## src/rtl/dcache_store_drain_if.sv

```systemverilog
// Cache-side store request bus: two-phase (index/request, then tag) handshake
// between the store drain queue (master) and the L1 data cache (slave).
interface dcache_store_drain_if #(
  parameter int INDEX_WIDTH = 12,
  parameter int TAG_WIDTH   = 44
);
  logic                   req;
  logic [INDEX_WIDTH-1:0] index;
  logic [TAG_WIDTH-1:0]   tag;
  logic                   tag_valid;
  logic                   we;
  logic [7:0]             be;
  logic [1:0]             size;
  logic [63:0]            wdata;
  logic                   kill;
  logic                   gnt;

  modport master (
    output req, index, tag, tag_valid, we, be, size, wdata, kill,
    input  gnt
  );

  modport slave (
    input  req, index, tag, tag_valid, we, be, size, wdata, kill,
    output gnt
  );
endinterface

```

## src/rtl/dcache_store_drain.sv

```systemverilog
// Commit-side store queue: buffers committed stores in a small FIFO and drains
// them in order through the cache's index-then-tag request protocol. Also
// flags queued stores that overlap a load's page offset at doubleword grain.
module dcache_store_drain #(
  parameter int DEPTH       = 4,
  parameter int INDEX_WIDTH = 12,
  parameter int TAG_WIDTH   = 44
) (
  input  logic                             clk_i,
  input  logic                             rst_ni,
  input  logic                             clr_i,
  input  logic                             valid_i,
  input  logic [INDEX_WIDTH+TAG_WIDTH-1:0] paddr_i,
  input  logic [63:0]                      data_i,
  input  logic [7:0]                       be_i,
  input  logic [1:0]                       size_i,
  output logic                             ready_o,
  output logic                             empty_o,
  input  logic [INDEX_WIDTH-1:0]           check_off_i,
  output logic                             match_o,
  dcache_store_drain_if.master             bus
);

  localparam int PW = $clog2(DEPTH);

  typedef enum logic [1:0] {IDLE, REQ, TAG} state_e;

  state_e                 state_q, state_d;
  logic [PW:0]            wr_ptr_q, wr_ptr_d;
  logic [PW:0]            rd_ptr_q, rd_ptr_d;

  logic [INDEX_WIDTH-1:0] idx_mem_q  [DEPTH];
  logic [TAG_WIDTH-1:0]   tag_mem_q  [DEPTH];
  logic [63:0]            data_mem_q [DEPTH];
  logic [7:0]             be_mem_q   [DEPTH];
  logic [1:0]             size_mem_q [DEPTH];

  logic [PW-1:0]          head_idx, next_idx;
  logic [PW:0]            cnt;
  logic                   fifo_full, fifo_empty;
  logic                   push, pop, second;
  logic [DEPTH-1:0]       entry_vld;

  // Low three offset bits are below doubleword grain and never compared.
  logic                   unused_off;
  assign unused_off = ^check_off_i[2:0];

  assign head_idx   = rd_ptr_q[PW-1:0];
  assign next_idx   = rd_ptr_q[PW-1:0] + 1'b1;
  assign cnt        = wr_ptr_q - rd_ptr_q;
  assign fifo_empty = (wr_ptr_q == rd_ptr_q);
  assign fifo_full  = (wr_ptr_q[PW-1:0] == rd_ptr_q[PW-1:0]) &&
                      (wr_ptr_q[PW] != rd_ptr_q[PW]);
  assign push       = valid_i && !fifo_full && !clr_i;
  assign pop        = (state_q == TAG);
  // A follow-on request may issue in the tag cycle if another entry is queued
  // or is being pushed right now (forwarded straight from the push inputs).
  assign second     = (cnt >= (PW+1)'(2)) || push;
  assign ready_o    = !fifo_full;
  assign empty_o    = fifo_empty && (state_q == IDLE);

  // Pointer next-state: clear wins, otherwise push and pop advance independently.
  always_comb begin
    wr_ptr_d = wr_ptr_q;
    rd_ptr_d = rd_ptr_q;
    if (clr_i) begin
      wr_ptr_d = '0;
      rd_ptr_d = '0;
    end else begin
      if (push) wr_ptr_d = wr_ptr_q + 1'b1;
      if (pop)  rd_ptr_d = rd_ptr_q + 1'b1;
    end
  end

  // Control state: pointers and FSM state.
  always_ff @(posedge clk_i or negedge rst_ni) begin
    if (!rst_ni) begin
      wr_ptr_q <= '0;
      rd_ptr_q <= '0;
      state_q  <= IDLE;
    end else begin
      wr_ptr_q <= wr_ptr_d;
      rd_ptr_q <= rd_ptr_d;
      state_q  <= state_d;
    end
  end

  // Entry storage: written on accepted push only, no reset needed.
  always_ff @(posedge clk_i) begin
    if (push) begin
      idx_mem_q[wr_ptr_q[PW-1:0]]  <= paddr_i[INDEX_WIDTH-1:0];
      tag_mem_q[wr_ptr_q[PW-1:0]]  <= paddr_i[INDEX_WIDTH+TAG_WIDTH-1:INDEX_WIDTH];
      data_mem_q[wr_ptr_q[PW-1:0]] <= data_i;
      be_mem_q[wr_ptr_q[PW-1:0]]   <= be_i;
      size_mem_q[wr_ptr_q[PW-1:0]] <= size_i;
    end
  end

  // Occupancy-based valid mask and doubleword overlap check for the load path.
  always_comb begin
    logic [PW-1:0] rel;
    rel       = '0;
    entry_vld = '0;
    match_o   = 1'b0;
    for (int i = 0; i < DEPTH; i++) begin
      rel          = PW'(i) - head_idx;
      entry_vld[i] = ({1'b0, rel} < cnt);
      if (entry_vld[i] &&
          (idx_mem_q[i][INDEX_WIDTH-1:3] == check_off_i[INDEX_WIDTH-1:3]))
        match_o = 1'b1;
    end
  end

  // FSM next state and cache bus outputs.
  always_comb begin
    state_d       = state_q;
    bus.req       = 1'b0;
    bus.tag_valid = 1'b0;
    bus.kill      = 1'b0;
    bus.tag       = tag_mem_q[head_idx];
    bus.index     = idx_mem_q[head_idx];
    bus.be        = be_mem_q[head_idx];
    bus.size      = size_mem_q[head_idx];
    bus.wdata     = data_mem_q[head_idx];
    unique case (state_q)
      IDLE: begin
        if (!fifo_empty && !clr_i) state_d = REQ;
      end
      REQ: begin
        bus.req = 1'b1;
        if (clr_i)        state_d = IDLE;
        else if (bus.gnt) state_d = TAG;
      end
      TAG: begin
        bus.tag_valid = 1'b1;
        bus.kill      = clr_i;
        // Index phase of the following entry overlaps this tag cycle.
        if (cnt >= (PW+1)'(2)) begin
          bus.index = idx_mem_q[next_idx];
          bus.be    = be_mem_q[next_idx];
          bus.size  = size_mem_q[next_idx];
          bus.wdata = data_mem_q[next_idx];
        end else begin
          bus.index = paddr_i[INDEX_WIDTH-1:0];
          bus.be    = be_i;
          bus.size  = size_i;
          bus.wdata = data_i;
        end
        if (clr_i) begin
          state_d = IDLE;
        end else if (second) begin
          bus.req = 1'b1;
          state_d = bus.gnt ? TAG : REQ;
        end else begin
          state_d = IDLE;
        end
      end
      default: state_d = IDLE;
    endcase
    bus.we = bus.req;
  end

endmodule
```

## src/flat_wrapper.sv

```systemverilog
// flat-port wrapper written by rule: the top's interface ports become plain ports
module dcache_store_drain_flat 
#(
  parameter int DEPTH       = 4,
  parameter int INDEX_WIDTH = 12,
  parameter int TAG_WIDTH   = 44
)
  (clk_i, rst_ni, clr_i, valid_i, paddr_i, data_i, be_i, size_i, ready_o, empty_o, check_off_i, match_o, bus_req, bus_index, bus_tag, bus_tag_valid, bus_we, bus_be, bus_size, bus_wdata, bus_kill, bus_gnt);
  dcache_store_drain_if #(.INDEX_WIDTH(INDEX_WIDTH), .TAG_WIDTH(TAG_WIDTH)) bus_i ();
  input  logic clk_i;
  input  logic rst_ni;
  input  logic clr_i;
  input  logic valid_i;
  input  logic [INDEX_WIDTH+TAG_WIDTH-1:0] paddr_i;
  input  logic [63:0] data_i;
  input  logic [7:0] be_i;
  input  logic [1:0] size_i;
  output logic ready_o;
  output logic empty_o;
  input  logic [INDEX_WIDTH-1:0] check_off_i;
  output logic match_o;
  output wire logic [$bits(bus_i.req)-1:0] bus_req;
  output wire logic [$bits(bus_i.index)-1:0] bus_index;
  output wire logic [$bits(bus_i.tag)-1:0] bus_tag;
  output wire logic [$bits(bus_i.tag_valid)-1:0] bus_tag_valid;
  output wire logic [$bits(bus_i.we)-1:0] bus_we;
  output wire logic [$bits(bus_i.be)-1:0] bus_be;
  output wire logic [$bits(bus_i.size)-1:0] bus_size;
  output wire logic [$bits(bus_i.wdata)-1:0] bus_wdata;
  output wire logic [$bits(bus_i.kill)-1:0] bus_kill;
  input wire logic [$bits(bus_i.gnt)-1:0] bus_gnt;
  assign bus_req = bus_i.req;
  assign bus_index = bus_i.index;
  assign bus_tag = bus_i.tag;
  assign bus_tag_valid = bus_i.tag_valid;
  assign bus_we = bus_i.we;
  assign bus_be = bus_i.be;
  assign bus_size = bus_i.size;
  assign bus_wdata = bus_i.wdata;
  assign bus_kill = bus_i.kill;
  assign bus_i.gnt = bus_gnt;
  dcache_store_drain #(.DEPTH(DEPTH), .INDEX_WIDTH(INDEX_WIDTH), .TAG_WIDTH(TAG_WIDTH)) u_core (.clk_i(clk_i), .rst_ni(rst_ni), .clr_i(clr_i), .valid_i(valid_i), .paddr_i(paddr_i), .data_i(data_i), .be_i(be_i), .size_i(size_i), .ready_o(ready_o), .empty_o(empty_o), .check_off_i(check_off_i), .match_o(match_o), .bus(bus_i));
endmodule
```

## config.mk

```make
export PLATFORM = sky130hd
export DESIGN_NAME = dcache_store_drain_flat
export DESIGN_NICKNAME = d
export VERILOG_FILES = /design/src/rtl/dcache_store_drain_if.sv /design/src/rtl/dcache_store_drain.sv /design/src/flat_wrapper.sv
export SDC_FILE = /design/constraint.sdc
export NUM_CORES = 1
export LEC_CHECK = 0
export ABC_AREA = 1
export CORE_MARGIN = 8
export CORE_UTILIZATION = 40
export DETAILED_ROUTE_END_ITERATION = 16
export HOLD_SLACK_MARGIN = 0.12
export PLACE_DENSITY_LB_ADDON = 0.08
export SYNTH_ARGS = -nofsm -noshare
export SYNTH_HDL_FRONTEND = slang
export SYNTH_SLANG_ARGS = --single-unit
```

## constraint.sdc

```tcl
create_clock -name clk_i -period 7.57 [get_ports clk_i]
set_input_delay 1.1355 -clock clk_i [delete_from_list [all_inputs] [get_ports clk_i]]
set_output_delay 1.1355 -clock clk_i [all_outputs]
set_load 0.02 [all_outputs]
```

==> summary.log, run 1 <==
[critical_path] sum of buffers and inverters on the critical path 4
[critical_path] start-to-end type of the worst setup path flip-flop to primary output
[route] via total after detailed routing 19,300
[place] dpl cells 3,384
[logic_synthesis] part of the Yosys area used for sequential elements 0.632
[finish] final net count 2,771
[timing] Clock Skews 0.0219 ns
[critical_path] internal reg-to-reg setup slack 2.99 ns
[place] detailed placement HPWL 39,900 um
[logic_synthesis] xor/xnor share of the synthesized area 0.00771
[clock_network] clock transition time at the flip-flop clock pins of the worst setup and hold paths 0.06 ns
[timing] portion of the clock cycle consumed by the worst path in the final layout 0.824
[logic_synthesis] most instantiated flip-flop cell in the synthesis netlist sky130_fd_sc_hd__edfxtp_1
[critical_path] Max FO, Critical Path 65
[finish] layout cell share with drive strength beyond 1 0.0449
[logic_synthesis] synthesized-area fraction occupied by and/or/nand/nor cells 0.160
[clock_network] CTS tree built
[logic_synthesis] multiplexer share of the synthesized area 0
[floorplan] Vert. Die Dim 266 um
[clock_network] Clk Tree Root Cell sky130_fd_sc_hd__clkbuf_16
[floorplan] DIE AREA 70,800 um2
[critical_path] type of element launching the critical path flip-flop
[global_routing] global-route wire length before repair 110,000 um
[pwr] Max rail drop VDD 171 uV
[floorplan] Row Count 91
[pwr] Power Total 9.37 mW
[timing] Worst Tran Pin Value 1.24 ns
[logic_synthesis] cell area after synthesis 25,000 um2
[floorplan] top-level I/O count 284
[outcome] status finished, final reports clean
[pwr] cell area power density 312 nW/um2
[logic_synthesis] number of synthesized flops with an enable pin 520
[logic_synthesis] cells after synthesis 2,432
[timing] unrepaired setup endpoints after global routing no
[timing] min setup slack post-route 1.33 ns
[critical_path] crit path cell chain ha_1 > inv_1 > fa_1 > clkinv_2 > nand2_4 > buf_12 > nand3_1 > a31oi_1 > clkdlybuf4s50_1
[critical_path] Setup crit end kind primary output
[logic_synthesis] number of storage elements in the synthesis netlist 528
[logic_synthesis] post-synthesis share of cell area spent on full adders, half adders and majority gates 0.00931
[route] violation count after the first detailed-routing iteration 1,604
[clock_network] number of CTS-inserted buffers 57
[logic_synthesis] syn avg cell area 10.3 um2
[logic_synthesis] number of nets in the synthesized netlist 2,597
[place] number of port buffers 280
[critical_path] Worst Path Arrival 5.10 ns
[global_routing] number of global-route vias before repair 19,000
[global_routing] remaining global-route overflow 0
[worst_hold_path] HP Class flip-flop to flip-flop
[critical_path] R2R cell count 8
[global_routing] antenna violations before repair 11
[floorplan] Initial Utilization 0.405
[critical_path] capture point of the worst reg-to-reg path u_core.tag_mem_q[0][12]
[critical_path] maximum single-stage delay on the critical path 0.97 ns
[floorplan] area of the placeable core 61,700 um2
[route] final routed DRC violation total 0
[place] gpl congestion 0.795
[route] count of antenna-violating nets left after detailed routing 0
[finish] fill cell instance count of the final layout 5,643
[finish] post-route insts no fill 3,495
[route] post-detailed-route wirelength per cell 20.8 um
[clock_network] clock tree buffer depth 3
[route] Via density 5.51
[clock_network] cts-stage hold buffer count 0
[logic_synthesis] Post-synth ARST share 0.0152
[place] post-placement setup slack 1.98 ns
[clock_network] Clock H-tree levels 2
[route] routed wire length 72,800 um
[logic_synthesis] number of distinct library cells after synthesis 29
[worst_hold_path] Worst Hold Endpoint u_core.wr_ptr_q[2]
[timing] shortest clock period the worst path allows after layout 6.24 ns
[timing] Fmax 160 MHz
[finish] area of the multi-input gates 7860 um2
[critical_path] cell family with the largest share of critical-path delay buffers and inverters
[clock_network] PostCTS Resize Cnt 0
[timing] count of final hold-check violations 0
[timing] Slew HR 0.176
[floorplan] floorplan die width 266 um
[finish] P&R area growth vs syn 20.2%
[critical_path] Critical-path top delay cell sky130_fd_sc_hd__dfrtp_4
[timing] Max Slew Vio Count 0
[critical_path] reg2reg start u_core.rd_ptr_q[0]
[pwr] leakage power of the design 10.5 nW
[global_routing] Tot GR Track Use 0.199
[timing] final setup violation count 0
[critical_path] Critical Path RT 6.43 ns
[global_routing] largest net degree at the start of global routing 220
[timing] final hold slack 0.529 ns
[worst_hold_path] hold_sp u_core.wr_ptr_q[2]
[job] # Max-Cap Violations 0
[finish] fraction of the core area covered by cells at the end of the flow 0.487
[clock_network] Post-CTS Setup Repair Bufs 0
[finish] Sequential cell area 15,800 um2
[clock_network] Sink Count 528
[logic_synthesis] number of warnings issued by yosys 0
[clock_network] clock network latency to the later pin of the worst-skew pair 0.60 ns
[logic_synthesis] dominant combinational cell family by area after synthesis simple AND/OR/NAND/NOR gates
[logic_synthesis] share of the synthesized area in compound gates (AO/OA/AOI/OAI) 0.135
[worst_hold_path] Worst Hold Depth 1
[route] 1st-pass router iterations 7
-- placed cells by master, fill, tap and decap left out, drive strengths merged, types with 14 or more instances in the layout --
cell	instances
edfxtp	520
nand2	473
nand3	348
clkdlybuf4s50	280
o21ai	201
a21oi	185
inv	130
nor2	115
a31oi	84
o211ai	83
clkbuf	67
o22ai	44
clkinv	31
buf	29
ha	17
xnor2	14
-- cell families after synthesis --
logic type / after synthesis
XOR/XNOR: 22
flip-flops: 528
AO/OA/AOI/OAI: 599
adder cells (fa/ha/maj): 18
AND/OR/NAND/NOR: 941
buffers and inverters: 324
-- sequential cells by signal (all words and copies together) (netlist names) --
name,count
u_core.idx_mem_q,48
u_core.wr_ptr_q,3
u_core.state_q,2
u_core.rd_ptr_q,3
u_core.tag_mem_q,176
u_core.data_mem_q,256
u_core.be_mem_q,32
u_core.size_mem_q,8
-- metal layers --
metal	GRT usage	wire, um
met5	0	27
met4	0.0705	1840
met3	0.0516	5370
met2	0.339	35400
met1	0.243	30200
-- power breakdown --
group	internal, mW	switching (mW)
sequential	3.30	0.0668
clock	1.44	1.10
combinational	1.24	2.22
total	5.98	3.39
-- worst reg2reg max path: stages, from the launching register on --
cell,delay [ns]
sky130_fd_sc_hd__dfrtp_4,0.97
sky130_fd_sc_hd__inv_8,0.44
sky130_fd_sc_hd__ha_1,0.68
sky130_fd_sc_hd__nand2_1,0.06
sky130_fd_sc_hd__inv_1,0.05
sky130_fd_sc_hd__nand3_1,0.13
sky130_fd_sc_hd__nand3_1,0.35
sky130_fd_sc_hd__nor2_4,1.01
sky130_fd_sc_hd__buf_12,0.49
-- metrics by stage --
stage	cell area (um2)	TNS, ns
3_5_place_dp	28300	0
3_3_place_gp	28300	0
2_1_floorplan	25000	-145.22
6_report	30000	0
5_1_grt	30000	0
4_1_cts	30000	0
-- how the worst max path moves through the flow --
stage / start / end / slack, ns / cells after the start
floorplan: u_core.rd_ptr_q[0] / u_core.be_mem_q[0][0] / -0.28 / 11
detailed placement: u_core.rd_ptr_q[0] / bus_wdata[40] / 1.98 / 9
CTS: u_core.rd_ptr_q[0] / bus_wdata[40] / 1.34 / 9
finish: u_core.rd_ptr_q[0] / bus_be[7] / 1.33 / 9
global placement: u_core.rd_ptr_q[0] / bus_wdata[40] / 2.00 / 9
global route: u_core.rd_ptr_q[0] / bus_wdata[62] / 1.15 / 9
-- area by class of cell --
cell class | instances | area share
sequential | 528 | 0.527
multi-input combinational | 1580 | 0.261
timing repair buffer | 309 | 0.104
clock buffer | 67 | 0.0487
tap | 837 | 0.0349
inverter | 130 | 0.0167
clock inverter | 34 | 0.00708
antenna | 10 | 0.000833
-- cell usage after synthesis, types with 14 or more instances --
cell / instances / area [um2]
sky130_fd_sc_hd__edfxtp_1: 520 / 15600
sky130_fd_sc_hd__nand2_1: 471 / 1770
sky130_fd_sc_hd__nand3_1: 346 / 1730
sky130_fd_sc_hd__o21ai_0: 195 / 976
sky130_fd_sc_hd__a21oi_1: 185 / 926
sky130_fd_sc_hd__inv_1: 128 / 480
sky130_fd_sc_hd__nor2_1: 115 / 432
sky130_fd_sc_hd__buf_2: 105 / 526
sky130_fd_sc_hd__a31oi_1: 84 / 526
sky130_fd_sc_hd__o211ai_1: 83 / 623
sky130_fd_sc_hd__clkbuf_1: 72 / 270
sky130_fd_sc_hd__o22ai_1: 44 / 275
sky130_fd_sc_hd__ha_1: 17 / 213
sky130_fd_sc_hd__xnor2_1: 14 / 123
(Power assumes the default switching activity.)
==> run 2, diff against run 1 <==
==> constraint.sdc (replaced) <==
create_clock -name clk_i -period 6.1 [get_ports clk_i]
set_input_delay 0.915 -clock clk_i [delete_from_list [all_inputs] [get_ports clk_i]]
set_output_delay 0.915 -clock clk_i [all_outputs]
set_load 0.02 [all_outputs]
==> run 2 against run 1 <==
  * The flow now finishes with violations (slew limit)
  * Final cell count about the same
  * Via count increased by 0.99%
  * Wire length increased by 1.1%
  * Non-clock buffer count increased by 4
  * Clock skew decreased by 0.0061 ns
  * Total power increased by 26%
  * First-iteration DRC count decreased by 4.6%
  * Clock-buffer cell count increased by 5
  * Cell area increased by 0.68%
  * Worst hold slack got worse by 0.0094 ns
  * Critical path depth increased by 2
  * Critical path type unchanged
  * Largest cell class unchanged
==> summary.log, run 2 (synthesis results as in run 1) <==
[critical_path] crit path cell chain ha_4 > buf_12 > ha_1 > inv_1 > o21bai_1 > nand2_1 > nand2_1 > nor2_1 > nor2_1 > nand2_1 > clkdlybuf4s50_1
[clock_network] clock transition time at the flip-flop clock pins of the worst setup and hold paths 0.06 ns
[route] routed wire length 73,600 um
[floorplan] DIE AREA 70,800 um2
[route] Via density 5.56
[timing] Fmax 191 MHz
[timing] count of final hold-check violations 0
[route] met2 routed wirelength 35,600 um
[critical_path] start-to-end type of the worst setup path flip-flop to primary output
[critical_path] type of element launching the critical path flip-flop
[route] violation count after the first detailed-routing iteration 1,530
[job] # Max-Cap Violations 0
[global_routing] Tot GR Track Use 0.202
[floorplan] area of the placeable core 61,700 um2
[pwr] cell area power density 392 nW/um2
[floorplan] Vert. Die Dim 266 um
[finish] area of the multi-input gates 7860 um2
[timing] Max Slew Vio Count 56
[route] final routed DRC violation total 0
[global_routing] global-route wire length before repair 113,000 um
[place] number of port buffers 280
[finish] final net count 2,775
[timing] portion of the clock cycle consumed by the worst path in the final layout 0.860
[route] total met3 wirelength after detailed routing 5790 um
[worst_hold_path] HP Class flip-flop to flip-flop
[global_routing] antenna violations before repair 9
[clock_network] number of CTS-inserted buffers 57
[finish] post-route insts no fill 3,498
[floorplan] top-level I/O count 284
[clock_network] Clock H-tree levels 2
[finish] fraction of the core area covered by cells at the end of the flow 0.490
[pwr] Max rail drop VDD 293 uV
[timing] unrepaired setup endpoints after global routing no
[global_routing] largest net degree at the start of global routing 264
[timing] Slew HR -0.0272
[critical_path] Max FO, Critical Path 263
[timing] shortest clock period the worst path allows after layout 5.25 ns
[floorplan] floorplan die width 266 um
[route] post-detailed-route wirelength per cell 21.0 um
[finish] fill cell instance count of the final layout 5,575
[finish] layout cell share with drive strength beyond 1 0.0452
[critical_path] crit-path most repeated cell sky130_fd_sc_hd__nand2_1
[critical_path] Critical-path top delay cell sky130_fd_sc_hd__dfrtp_4
[clock_network] Sink Count 528
[finish] commonest non-fill, non-tap cell in the layout sky130_fd_sc_hd__edfxtp_1
[finish] max reg flops 256
[clock_network] cts-stage hold buffer count 0
[floorplan] Row Count 91
[place] dpl cells 3,388
[clock_network] clock network latency to the later pin of the worst-skew pair 0.60 ns
[outcome] status finished with violations
[critical_path] maximum single-stage delay on the critical path 0.72 ns
[floorplan] Initial Utilization 0.405
[clock_network] CTS tree built
[route] via total after detailed routing 19,400
[global_routing] remaining global-route overflow 0
[clock_network] PostCTS Resize Cnt 0
[critical_path] Critical Path RT 5.18 ns
[critical_path] Worst Path Arrival 4.33 ns
[finish] P&R area growth vs syn 21.0%
[clock_network] Post-CTS Setup Repair Bufs 0
[outcome] failing checks slew limit
[route] 1st-pass router iterations 5
[timing] final setup violation count 0
[clock_network] Clk Tree Root Cell sky130_fd_sc_hd__clkbuf_16
[timing] Worst Tran Pin Value 1.54 ns
[route] total routed wire length on the met1 layer 30,000 um
[finish] top library cells by usage in the layout, fill and taps aside sky130_fd_sc_hd__edfxtp_1 (520), sky130_fd_sc_hd__nand2_1 (471), sky130_fd_sc_hd__nand3_1 (346)
[timing] final hold slack 0.520 ns
[place] detailed placement HPWL 39,900 um
[clock_network] clock tree buffer depth 3
[critical_path] Setup crit end kind primary output
[route] uppermost metal layer occupied by signal nets met5
[route] count of antenna-violating nets left after detailed routing 0
[finish] Sequential cell area 15,800 um2
[timing] Clock Skews 0.0158 ns
[place] gpl congestion 0.800
[pwr] leakage power of the design 10.5 nW
[global_routing] number of global-route vias before repair 19,800
==> run 2: cell types whose count changed in the layout (fill, tap and decap cells not counted) <==
cell                         before  now
sky130_fd_sc_hd__clkinvlp_4       1    4
sky130_fd_sc_hd__clkinv_4         1    0
sky130_fd_sc_hd__buf_4           21   17
sky130_fd_sc_hd__diode_2         10    7
sky130_fd_sc_hd__bufinv_16        2    5
sky130_fd_sc_hd__clkinv_2        13    5
sky130_fd_sc_hd__clkbuf_1        10   15
sky130_fd_sc_hd__buf_12           8   16
==> run 2: stage by stage <==
step / setup TNS [ns] / instance area [um2] / power (mW) / setup WS [ns]
after floorplan: -909.62 / 25000 / 6.85 / -1.75
after global placement: 0 / 28500 / 8.56 / 1.58
after detailed placement: 0 / 28500 / 8.62 / 1.59
after CTS: 0 / 30200 / 12.0 / 0.918
after global routing: 0 / 30200 / 12.5 / 0.756
final: 0 / 30300 / 11.8 / 0.851
==> run 2: final cells by class <==
cell class	instances	share of cell area
sequential	528	0.523
antenna	7	0.000579
timing repair buffer	313	0.107
tap	837	0.0346
clock buffer	72	0.0490
clock inverter	31	0.00914
multi-input combinational	1580	0.260
inverter	130	0.0165
==> run 2: critical path: cells and delay by family, from the launching register on <==
kind | cells | cell delay, ns
buffers and inverters | 3 | 1.22
and+or+nand+nor | 5 | 0.37
AOI/OAI and AO/OA | 1 | 0.05
DFF | 1 | 0.72
adders and majority gates | 2 | 0.81
==> run 2: worst paths after layout <==
| kind | from | endpoint | slack, ns | depth (start not counted) |
|---|---|---|---|---|
| min in group asynchronous | rst_ni | u_core.wr_ptr_q[1] | 0.62 | 1 |
| worst max register to register | u_core.rd_ptr_q[1] | u_core.data_mem_q[3][42] | 2.34 | 9 |
| worst max-delay path | u_core.rd_ptr_q[1] | match_o | 0.85 | 11 |
| max in group asynchronous | rst_ni | u_core.rd_ptr_q[1] | 5.14 | 1 |
| worst min register to register | u_core.wr_ptr_q[2] | u_core.wr_ptr_q[2] | 0.52 | 1 |
| worst min-delay path | u_core.wr_ptr_q[2] | u_core.wr_ptr_q[2] | 0.52 | 1 |
==> run 2: metal layers <==
| layer | GRT usage | up-vias |
|---|---|---|
| met5 | 0 | - |
| met4 | 0.0791 | 8 |
| met3 | 0.0545 | 178 |
| met2 | 0.345 | 703 |
| met1 | 0.243 | 9421 |
| li1 | - | 9135 |
==> run 2: power breakdown <==
part,internal (mW),switching (mW)
Sequential,4.10,0.0474
Combinational,1.58,2.81
Clock,1.92,1.40
